==> src/rtl/fwd_hazard_unit.sv <==
// Operand forwarding select and load-use stall detection for an in-order pipeline.
// stall_o is combinational from ID; fwd_sel_o registers alongside the instruction entering EX.
module fwd_hazard_unit #(
    parameter int NUM_SRC   = 2,
    parameter int FWD_DEPTH = 3,
    parameter int LOAD_LAT  = 1,
    localparam int SELW     = $clog2(FWD_DEPTH + 1)
) (
    input  logic                    clk_i,
    input  logic                    rst_ni,
    input  logic                    id_valid_i,
    input  logic [NUM_SRC*5-1:0]    id_rs_addr_i,
    input  logic [NUM_SRC-1:0]      id_rs_used_i,
    input  logic [4:0]              id_rd_addr_i,
    input  logic                    id_rd_wr_en_i,
    input  logic                    id_is_load_i,
    input  logic                    flush_i,
    output logic                    stall_o,
    output logic [NUM_SRC*SELW-1:0] fwd_sel_o,
    output logic [15:0]             stall_cnt_o
);

    typedef struct packed {
        logic       vld;
        logic [4:0] rd;
        logic       wr_en;
        logic       is_load;
    } trk_t;

    trk_t                    ex_q, ex_d;
    trk_t                    slot_q [1:FWD_DEPTH];
    logic [NUM_SRC*SELW-1:0] fwd_sel_q, fwd_sel_d;
    logic [15:0]             stall_cnt_q, stall_cnt_d;
    logic [SELW-1:0]         src_dist [NUM_SRC];
    logic [NUM_SRC-1:0]      src_stall;
    logic                    issue;

    function automatic logic is_prod(input trk_t e, input logic [4:0] a);
        return e.vld && e.wr_en && (e.rd == a) && (a != 5'd0);
    endfunction

    always_comb begin
        for (int j = 0; j < NUM_SRC; j++) begin
            src_dist[j]  = '0;
            src_stall[j] = 1'b0;
            if (id_rs_used_i[j]) begin
                // Scan oldest to youngest so the youngest producer overwrites older hits.
                for (int k = FWD_DEPTH - 1; k >= 1; k--) begin
                    if (is_prod(slot_q[k], id_rs_addr_i[5*j +: 5])) begin
                        src_dist[j]  = SELW'(k + 1);
                        src_stall[j] = slot_q[k].is_load && (k + 1 <= LOAD_LAT);
                    end
                end
                if (is_prod(ex_q, id_rs_addr_i[5*j +: 5])) begin
                    src_dist[j]  = SELW'(1);
                    src_stall[j] = ex_q.is_load && (LOAD_LAT >= 1);
                end
            end
        end
    end

    assign stall_o = id_valid_i && !flush_i && (|src_stall);
    assign issue   = id_valid_i && !stall_o && !flush_i;

    always_comb begin
        ex_d        = '0;
        fwd_sel_d   = '0;
        stall_cnt_d = stall_cnt_q;
        if (issue) begin
            ex_d = '{vld: 1'b1, rd: id_rd_addr_i, wr_en: id_rd_wr_en_i, is_load: id_is_load_i};
            for (int j = 0; j < NUM_SRC; j++) begin
                fwd_sel_d[j*SELW +: SELW] = src_dist[j];
            end
        end
        if (stall_o && (stall_cnt_q != 16'hFFFF)) begin
            stall_cnt_d = stall_cnt_q + 16'd1;
        end
    end

    always_ff @(posedge clk_i or negedge rst_ni) begin
        if (!rst_ni) begin
            ex_q        <= '0;
            fwd_sel_q   <= '0;
            stall_cnt_q <= '0;
            for (int k = 1; k <= FWD_DEPTH; k++) begin
                slot_q[k] <= '0;
            end
        end else begin
            ex_q        <= ex_d;
            fwd_sel_q   <= fwd_sel_d;
            stall_cnt_q <= stall_cnt_d;
            slot_q[1]   <= ex_q;
            for (int k = 2; k <= FWD_DEPTH; k++) begin
                slot_q[k] <= slot_q[k-1];
            end
        end
    end

    assign fwd_sel_o   = fwd_sel_q;
    assign stall_cnt_o = stall_cnt_q;

endmodule

==> config.mk <==
export PLATFORM = sky130hd
export DESIGN_NAME = fwd_hazard_unit
export DESIGN_NICKNAME = d
export VERILOG_FILES = /design/src/rtl/fwd_hazard_unit.sv
export SDC_FILE = /design/constraint.sdc
export NUM_CORES = 1
export LEC_CHECK = 0
export BUFFER_PORTS_ARGS = -buffer_cell sky130_fd_sc_hd__buf_2
export CAP_MARGIN = 20
export CORE_ASPECT_RATIO = 0.9
export CORE_UTILIZATION = 50
export DETAILED_ROUTE_END_ITERATION = 12
export GPL_ROUTABILITY_DRIVEN = 0
export PLACE_DENSITY_LB_ADDON = 0.12
export SYNTH_ARGS = -nofsm -noshare
export SYNTH_HDL_FRONTEND = slang
export SYNTH_SLANG_ARGS = --single-unit
==> constraint.sdc <==
create_clock -name clk_i -period 2.8 [get_ports clk_i]
set_input_delay 0.42 -clock clk_i [delete_from_list [all_inputs] [get_ports clk_i]]
set_output_delay 0.42 -clock clk_i [all_outputs]
set_load 0.05 [all_outputs]
==> results.txt, run 1 <==
The via count of the first global-routing pass is 1,376. The worst-margin pin slew came out at 0.908 ns. The worst stage delay on the critical path came out at 0.51 ns. The total wire length after detailed routing came out at 3.86 mm.

The floorplan die height is 61.5 µm. The I/O pin count came out at 44. STA classifies the critical path startpoint as a flip-flop. The starting density of the core came out at 52.8%. The final-report max-slew violation count is 0. The worst slew margin relative to its limit came out at 39.4%. The first-pass GRT wire length came out at 6.24 mm. The total of endpoints with negative setup slack in the final report came out at 0. The run finished with clean final reports. The layout net count is 247. The count of antenna diodes in the layout is 0. Sorting the synthesized cells by how often they occur yields dfrtp_1 (42), xnor2_1 (35), nand2_1 (13).

The hold buffer count at cts is 0. The iteration count of the initial detailed-routing pass is 4. The flip-flop and latch count after synthesis is 42. Along the worst path, the maximum fanout reaches 3. Clock tree synthesis selected as its root buffer the cell clkbuf_8.

The accumulated negative setup slack came out at 0 ns. Row generation in the floorplan step produced 21 rows. The worst vdd rail ir drop came out at 0.327 mV. The flip-flop and latch area came out at 1050 µm². Setup repair after global routing left no endpoint under its margin. The arrival time at the worst endpoint came out at 2.17 ns. The overflow left after global routing is 0.

Global routing consumed, over all layers together, 20.9% of the routing resources. The net count after synthesis is 198. In the routed design, unresolved DRC markers number 0. The clock slew at the register clock pins of the worst setup and hold paths came out at 0.07 ns. The final-report hold violation count was 0. The number of synthesized flops with an enable pin is 0.

After synthesis, the cell types taking the most area are dfrtp_1 (53%), xnor2_1 (16%), xor2_1 (4.0%). The area of the multi-input gates is 898 µm². The worst slack on hold paths came out at 0.256 ns. At the end of the flow the core is filled with cells to 62.9%. The count of antenna-violating nets left after detailed routing came out at 0. The maximum level of the CTS H-tree is 2.

The number of sinks on the clock net is 42. The path class of the tightest hold or removal check is in -> async. Data on the critical path is required at its endpoint by 2.38 ns. The leakage power figure came out at 0.00115 µW. The period utilization came out at 92.5%. The final clock skew came out at 0.00753 ns.

The number of buffers and inverters on the critical path is 1. The horizontal die dimension is 68.2 µm. The kind of cell adding the most delay to the critical path is simple AND/OR/NAND/NOR gates. The power per standard cell area came out at 511 nW/µm². The initial detailed-routing violation count came out at 91. The register area share after synthesis came out at 53.4%. Synthesis produced 174 cells. The post-DP HPWL is 2.94 mm. The pin count of the biggest net entering global routing is 43. Across the run, the number of max-cap violations was 0. The floorplan step defined a die boundary enclosing 4190 µm². After detailed routing, the number of vias per cell comes to 5.28. Among all stages on the critical path, the largest delay is contributed by or4bb_4. Yosys instantiated no cell more often than dfrtp_1.

The area share of the leading cell type in the synthesized netlist is 53.4%. Dividing the detail-routed wire length by the instance count gives 14.4 µm. After layout, the minimum clock period comes to 2.59 ns. The most instantiated flip-flop cell in the synthesis netlist is dfrtp_1.

At the later pin of the worst-skew pair, clock insertion delay measures 0.29 ns. The number of warnings reported in the yosys synthesis log is 0. TritonCTS built the clock tree. The average cell area after synthesis is 11.3 µm². The share of flip-flops with an asynchronous set or reset after synthesis came out at 100%.

The achievable clock frequency came out at 386 MHz. The worst setup path is of the reg -> out kind. The dominant cell type by area after synthesis is dfrtp_1. The area of the placeable core is 3730 µm².

The placed instances occupy a cell area of 2230 µm². The number of filler cells placed in the layout is 318. The number of buffers created by CTS came out at 5.

STA classifies the critical path endpoint as an output port. The number of different library cells in the post-synthesis netlist is 27. Traced cell by cell, the critical path runs through xor2_1, nor3b_1, or4bb_4, and2_1, nor2_1, buf_2. After synthesis the cells add up to 1970 µm². The post-CTS repair timing setup buffer count is 0. Port buffering added 43 buffers. The maximum clock insertion buffer count came out at 2. The total via count after detailed routing came out at 1,420. The number of antenna violations at the first check in global routing came to 0. The count of cells resized by post-cts repair came out at 0.

The post-synthesis to final-layout area growth came out at 19.1%. The fraction of final layout cells with drive strength greater than 1 came out at 24.7%. After routing the design area is 2350 µm².
-- worst paths after layout --
path                                from  slack [ns]             end  depth (start not counted)
setup / recovery                 ex_q[4]        0.21         stall_o                          6
hold / removal                    rst_ni        0.26      slot_q[10]                          1
setup reg to reg                 ex_q[4]        0.57  stall_cnt_o[1]                          5
hold reg to reg                  ex_q[1]        0.39      slot_q[17]                          0
max in group asynchronous         rst_ni        1.97      slot_q[12]                          1
min in group clk_i         id_rd_wr_en_i        0.33         ex_q[1]                          2
-- layout make-up --
class | instances | area share, %
Sequential cell | 42 | 44.8
Inverter | 1 | 0.160
Timing Repair Buffer | 44 | 9.49
Clock buffer | 6 | 3.52
Tap cell | 46 | 2.45
Multi-Input combinational cell | 129 | 38.3
Clock inverter | 1 | 1.28
-- sequential cells by signal, summed over array words and instances, names as in the netlist --
signal and cells:
slot_q 14, stall_cnt_o 16, fwd_sel_o 4, ex_q 8
-- worst reg2reg max path: cells and delay by family, from the launching register on --
family,cells,cell delay [ns]
AOI/OAI and AO/OA,1,0.41
and+or+nand+nor,2,0.71
DFF,1,0.42
muxes,1,0.39
xor gates and xnor gates,1,0.19
-- stage by stage --
step | setup WS, ns | instances | total power, µW
2_1_floorplan | 0.312 | 174 | 685
3_3_place_gp | 0.425 | 262 | 729
3_5_place_dp | 0.403 | 262 | 732
4_1_cts | 0.196 | 269 | 1210
5_1_grt | 0.0952 | 269 | 1250
6_report | 0.209 | 269 | 1200
-- layout by cell type (no fill, tap or decap), types with 4 or more instances in the layout --
| cell | netlist | layout |
|---|---|---|
| and2_1 | 9 | 9 |
| and3_1 | 10 | 10 |
| buf_2 | 1 | 43 |
| clkbuf_8 | 0 | 6 |
| dfrtp_1 | 42 | 42 |
| nand2_1 | 13 | 13 |
| nand2b_1 | 4 | 4 |
| nand3_1 | 9 | 9 |
| nand4_1 | 8 | 8 |
| nor2_1 | 11 | 11 |
| xnor2_1 | 35 | 35 |
| xor2_1 | 9 | 9 |
-- per-layer routing --
metal / wire length (µm) / part of all wire [%] / track usage [%] / up-vias
li1: - / - / - / 687
met1: 1730 / 45 / 26.8 / 675
met2: 1810 / 47 / 33.5 / 48
met3: 251 / 6.5 / 5.56 / 10
met4: 76 / 2.0 / 8.93 / 0
met5: 0 / 0 / 0 / -
-- where the power goes --
part	total (µW)	internal, µW	leakage [µW]	switching (µW)
combinational	88.7	41.2	0.000521	47.5
clock	480	285	0.0000573	195
sequential	631	619	0.000569	12.0
total	1200	945	0.00115	254
-- logic make-up (layout without fill, tap and decap cells) --
| logic type | count (synthesis) | after routing | synth area share [%] |
|---|---|---|---|
| AO/OA/AOI/OAI | 5 | 5 | 2.35 |
| AND/OR/NAND/NOR | 77 | 77 | 22.0 |
| flip-flops | 42 | 42 | 53.4 |
| buffers and inverters | 3 | 52 | 1.02 |
| multiplexers | 2 | 2 | 1.08 |
| XOR/XNOR | 44 | 44 | 19.6 |
| adder cells (fa/ha/maj) | 1 | 1 | 0.635 |
Note: power is estimated with default switching activity, not from simulation.
==> run 2, diff against run 1 <==
--- a/config.mk
+++ b/config.mk
@@ -5,7 +5,7 @@
 export SDC_FILE = /design/constraint.sdc
 export NUM_CORES = 1
 export LEC_CHECK = 0
-export BUFFER_PORTS_ARGS = -buffer_cell sky130_fd_sc_hd__buf_2
+export BUFFER_PORTS_ARGS = -buffer_cell sky130_fd_sc_hd__clkbuf_2
 export CAP_MARGIN = 20
 export CORE_ASPECT_RATIO = 0.9
 export CORE_UTILIZATION = 50
==> run 2 against run 1 <==
Against the previous run:
- non-clock buffer count grew 2
- final area increased by 1.0%
- die area is the same
- highest routed layer unchanged
- via count decreased by 1.1%
- count of clock-buffer cells in the layout rose by 1
- largest power group unchanged
- critical endpoint unchanged
- worst hold slack improved by 0.082 ns
- combinational power up 6.2%
==> results.txt, run 2 (synthesis results as in run 1) <==
The overflow left after global routing came out at 0 (unchanged). The count of antenna-violating nets left after detailed routing came out at 0 (unchanged). The arrival time at the worst endpoint is 2.20 ns (+0.03 ns). The fraction of final layout cells with drive strength greater than 1 was 24.3% (-0.33 points). The count of placed standard cells in the final layout, fillers left out came out at 272 (+1.1%).

The layout net count came to 249 (+0.81%). The starting density of the core is 52.8% (unchanged). The total wire length after detailed routing came to 3.89 mm (+0.78%). The number of maximum-capacitance constraint violations is 0 (unchanged). The worst-margin pin slew is 0.458 ns (-0.451 ns). The number of antenna violations at the first check in global routing came out at 0 (unchanged). The most critical setup path has its startpoint at ex_q[5]. The accumulated negative setup slack is 0 ns (unchanged).

The horizontal die dimension is 68.2 µm (unchanged). The maximum clock insertion buffer count was 2 (unchanged). The worst slew margin relative to its limit was 69.4% (+30 points).

The number of input and output port buffers inserted is 43 (unchanged). The post-detailed-route wirelength per cell is 14.3 µm (-0.33%). The achievable clock frequency came out at 382 MHz (-1.1%). The flow ran to the end, and the final reports show no timing, DRC or antenna violations.

The final-report max-slew violation count was 0 (unchanged). The post-CTS repair timing setup buffer count came to 0 (unchanged). The period utilization came out at 93.6% (+1.0 points). Leaving out fill and tap cells, the most frequent cells in the layout are dfrtp_1 (42), clkbuf_2 (42), xnor2_1 (35). The endpoint identified for the worst register-to-register timing path is stall_cnt_o[1]. The total routing usage reported by global routing came out at 21.2% (+0.31 points). The row count is 21 (unchanged). The maximum level of the CTS H-tree is 2 (unchanged). The pin count of the biggest net entering global routing is 43 (unchanged). The kind of critical path is reg -> out. The total via count after detailed routing came to 1,404 (-1.1%). The I/O pin count is 44 (unchanged). STA classifies the critical path endpoint as an output port. The clock latency on the worst-skew pair was 0.28 ns (about the same). The number of vias per cell is 5.16 (-2.2%). TritonCTS built the clock tree. The min-delay analysis places its worst path in the category in -> reg. The power per standard cell area is 499 nW/µm² (-2.4%). Setup repair after global routing left no endpoint under its margin. The area of the placeable core came to 3730 µm² (unchanged).

Clock tree synthesis selected as its root buffer the cell clkbuf_8. The first-pass GRT wire length came out at 6.38 mm (+2.2%). The clock slew at the register clock pins of the worst setup and hold paths came out at 0.07 ns (about the same). The post-synthesis to final-layout area growth came out at 20.3%. The number of sinks on the clock net is 42 (unchanged).

The critical path ends at stall_o. The iteration count of the initial detailed-routing pass was 4 (unchanged). STA classifies the critical path startpoint as a flip-flop. The final clock skew is 0.00620 ns (-0.00133 ns). The remaining routing DRC violations came to 0 (unchanged).

The cell depth of the worst flop-to-flop path is 5 (unchanged). The post-DP HPWL came out at 2.95 mm (+0.39%). The worst vdd rail ir drop is 0.324 mV (-0.88%). The leakage power figure is 0.00114 µW (-0.28%). The post-layout minimum cycle time came to 2.62 ns (+0.0294 ns). The worst endpoint required time came to 2.38 ns (about the same). The number of cells after detailed placement is 262 (unchanged). The minimum setup slack among reg-to-reg paths came out at 0.56 ns (about the same). In this run the critical register-to-register path is launched from ex_q[5]. The total die area came out at 4190 µm² (unchanged). The via count of the first global-routing pass came to 1,389 (+0.94%). The initial detailed-routing violation count came out at 77 (-15%). The total of endpoints with negative setup slack in the final report came out at 0 (unchanged). The number of buffers created by CTS is 5 (unchanged). The floorplan die height is 61.5 µm (unchanged).

The largest fanout on the critical path came out at 3 (unchanged). The count of antenna diodes in the layout came to 0 (unchanged). The number of filler cells placed in the layout came to 304 (-4.4%). The final-report hold violation count is 0 (unchanged).

The number of flip-flops under the largest register name came out at 16 (unchanged).
-- run 2: cell count changes in the layout (fill, tap and decap cells not counted), sizes merged --
cell / before / now
dlygate4sd3: 0 / 1
buf: 44 / 3
clkbuf: 6 / 49
-- run 2: final cells by class --
type | instances | area (µm²) | area share [%]
multi-input combinational | 129 | 898 | 37.9
sequential | 42 | 1050 | 44.4
clock buffer | 7 | 76.3 | 3.22
timing repair buffer | 46 | 253 | 10.7
inverter | 1 | 3.75 | 0.158
tap | 46 | 57.6 | 2.43
clock inverter | 1 | 30.0 | 1.27
-- run 2: repair_timing --
item                                    in CTS  in global routing
endpoints found under the setup margin       0                  1
hold endpoints to repair                     0                  2
hold buffers                                 0                  1
resized for setup                            0                  1
-- run 2: critical path, stage by stage (launching register included) --
cell and delay [ns]:
dfrtp_1 0.43, xor2_1 0.17, nor2_1 0.17, or4bb_4 0.59, and2_1 0.18, nor2_1 0.12, buf_2 0.27
-- run 2: per-stage QoR --
| stage | util, % | hold slack, ns | cell area (µm²) | total power, µW | setup WS [ns] |
|---|---|---|---|---|---|
| floorplan | - | 0.124 | 1970 | 685 | 0.312 |
| global placement | 59.9 | 0.358 | 2230 | 729 | 0.398 |
| detailed placement | 59.9 | 0.364 | 2230 | 732 | 0.356 |
| CTS | 62.7 | 0.324 | 2340 | 1190 | 0.142 |
| global route | 63.5 | 0.325 | 2370 | 1240 | 0.0229 |
| finish | 63.5 | 0.339 | 2370 | 1180 | 0.180 |
-- run 2: worst min-delay path by stage --
stage	start	to	slack, ns	depth (start not counted)
3_5_place_dp	ex_q[7]	slot_q[23]	0.36	0
6_report	id_rd_addr_i[4]	ex_q[6]	0.34	2
4_1_cts	rst_ni	stall_cnt_o[12]	0.32	1
2_1_floorplan	rst_ni	ex_q[0]	0.12	0
5_1_grt	id_rd_addr_i[3]	ex_q[5]	0.33	2
3_3_place_gp	ex_q[7]	slot_q[23]	0.36	0
-- run 2: per-layer routing --
layer	routed length (µm)	track usage, %	vias to the layer above
li1	-	-	690
met1	1820	27.4	674
met2	1900	35.7	38
met3	161	6.11	2
met4	12	4.17	0
met5	0	0	-
-- run 2: power breakdown --
part / switching (µW) / internal, µW
combinational: 49.3 / 44.9
sequential: 11.9 / 619
clock: 191 / 267
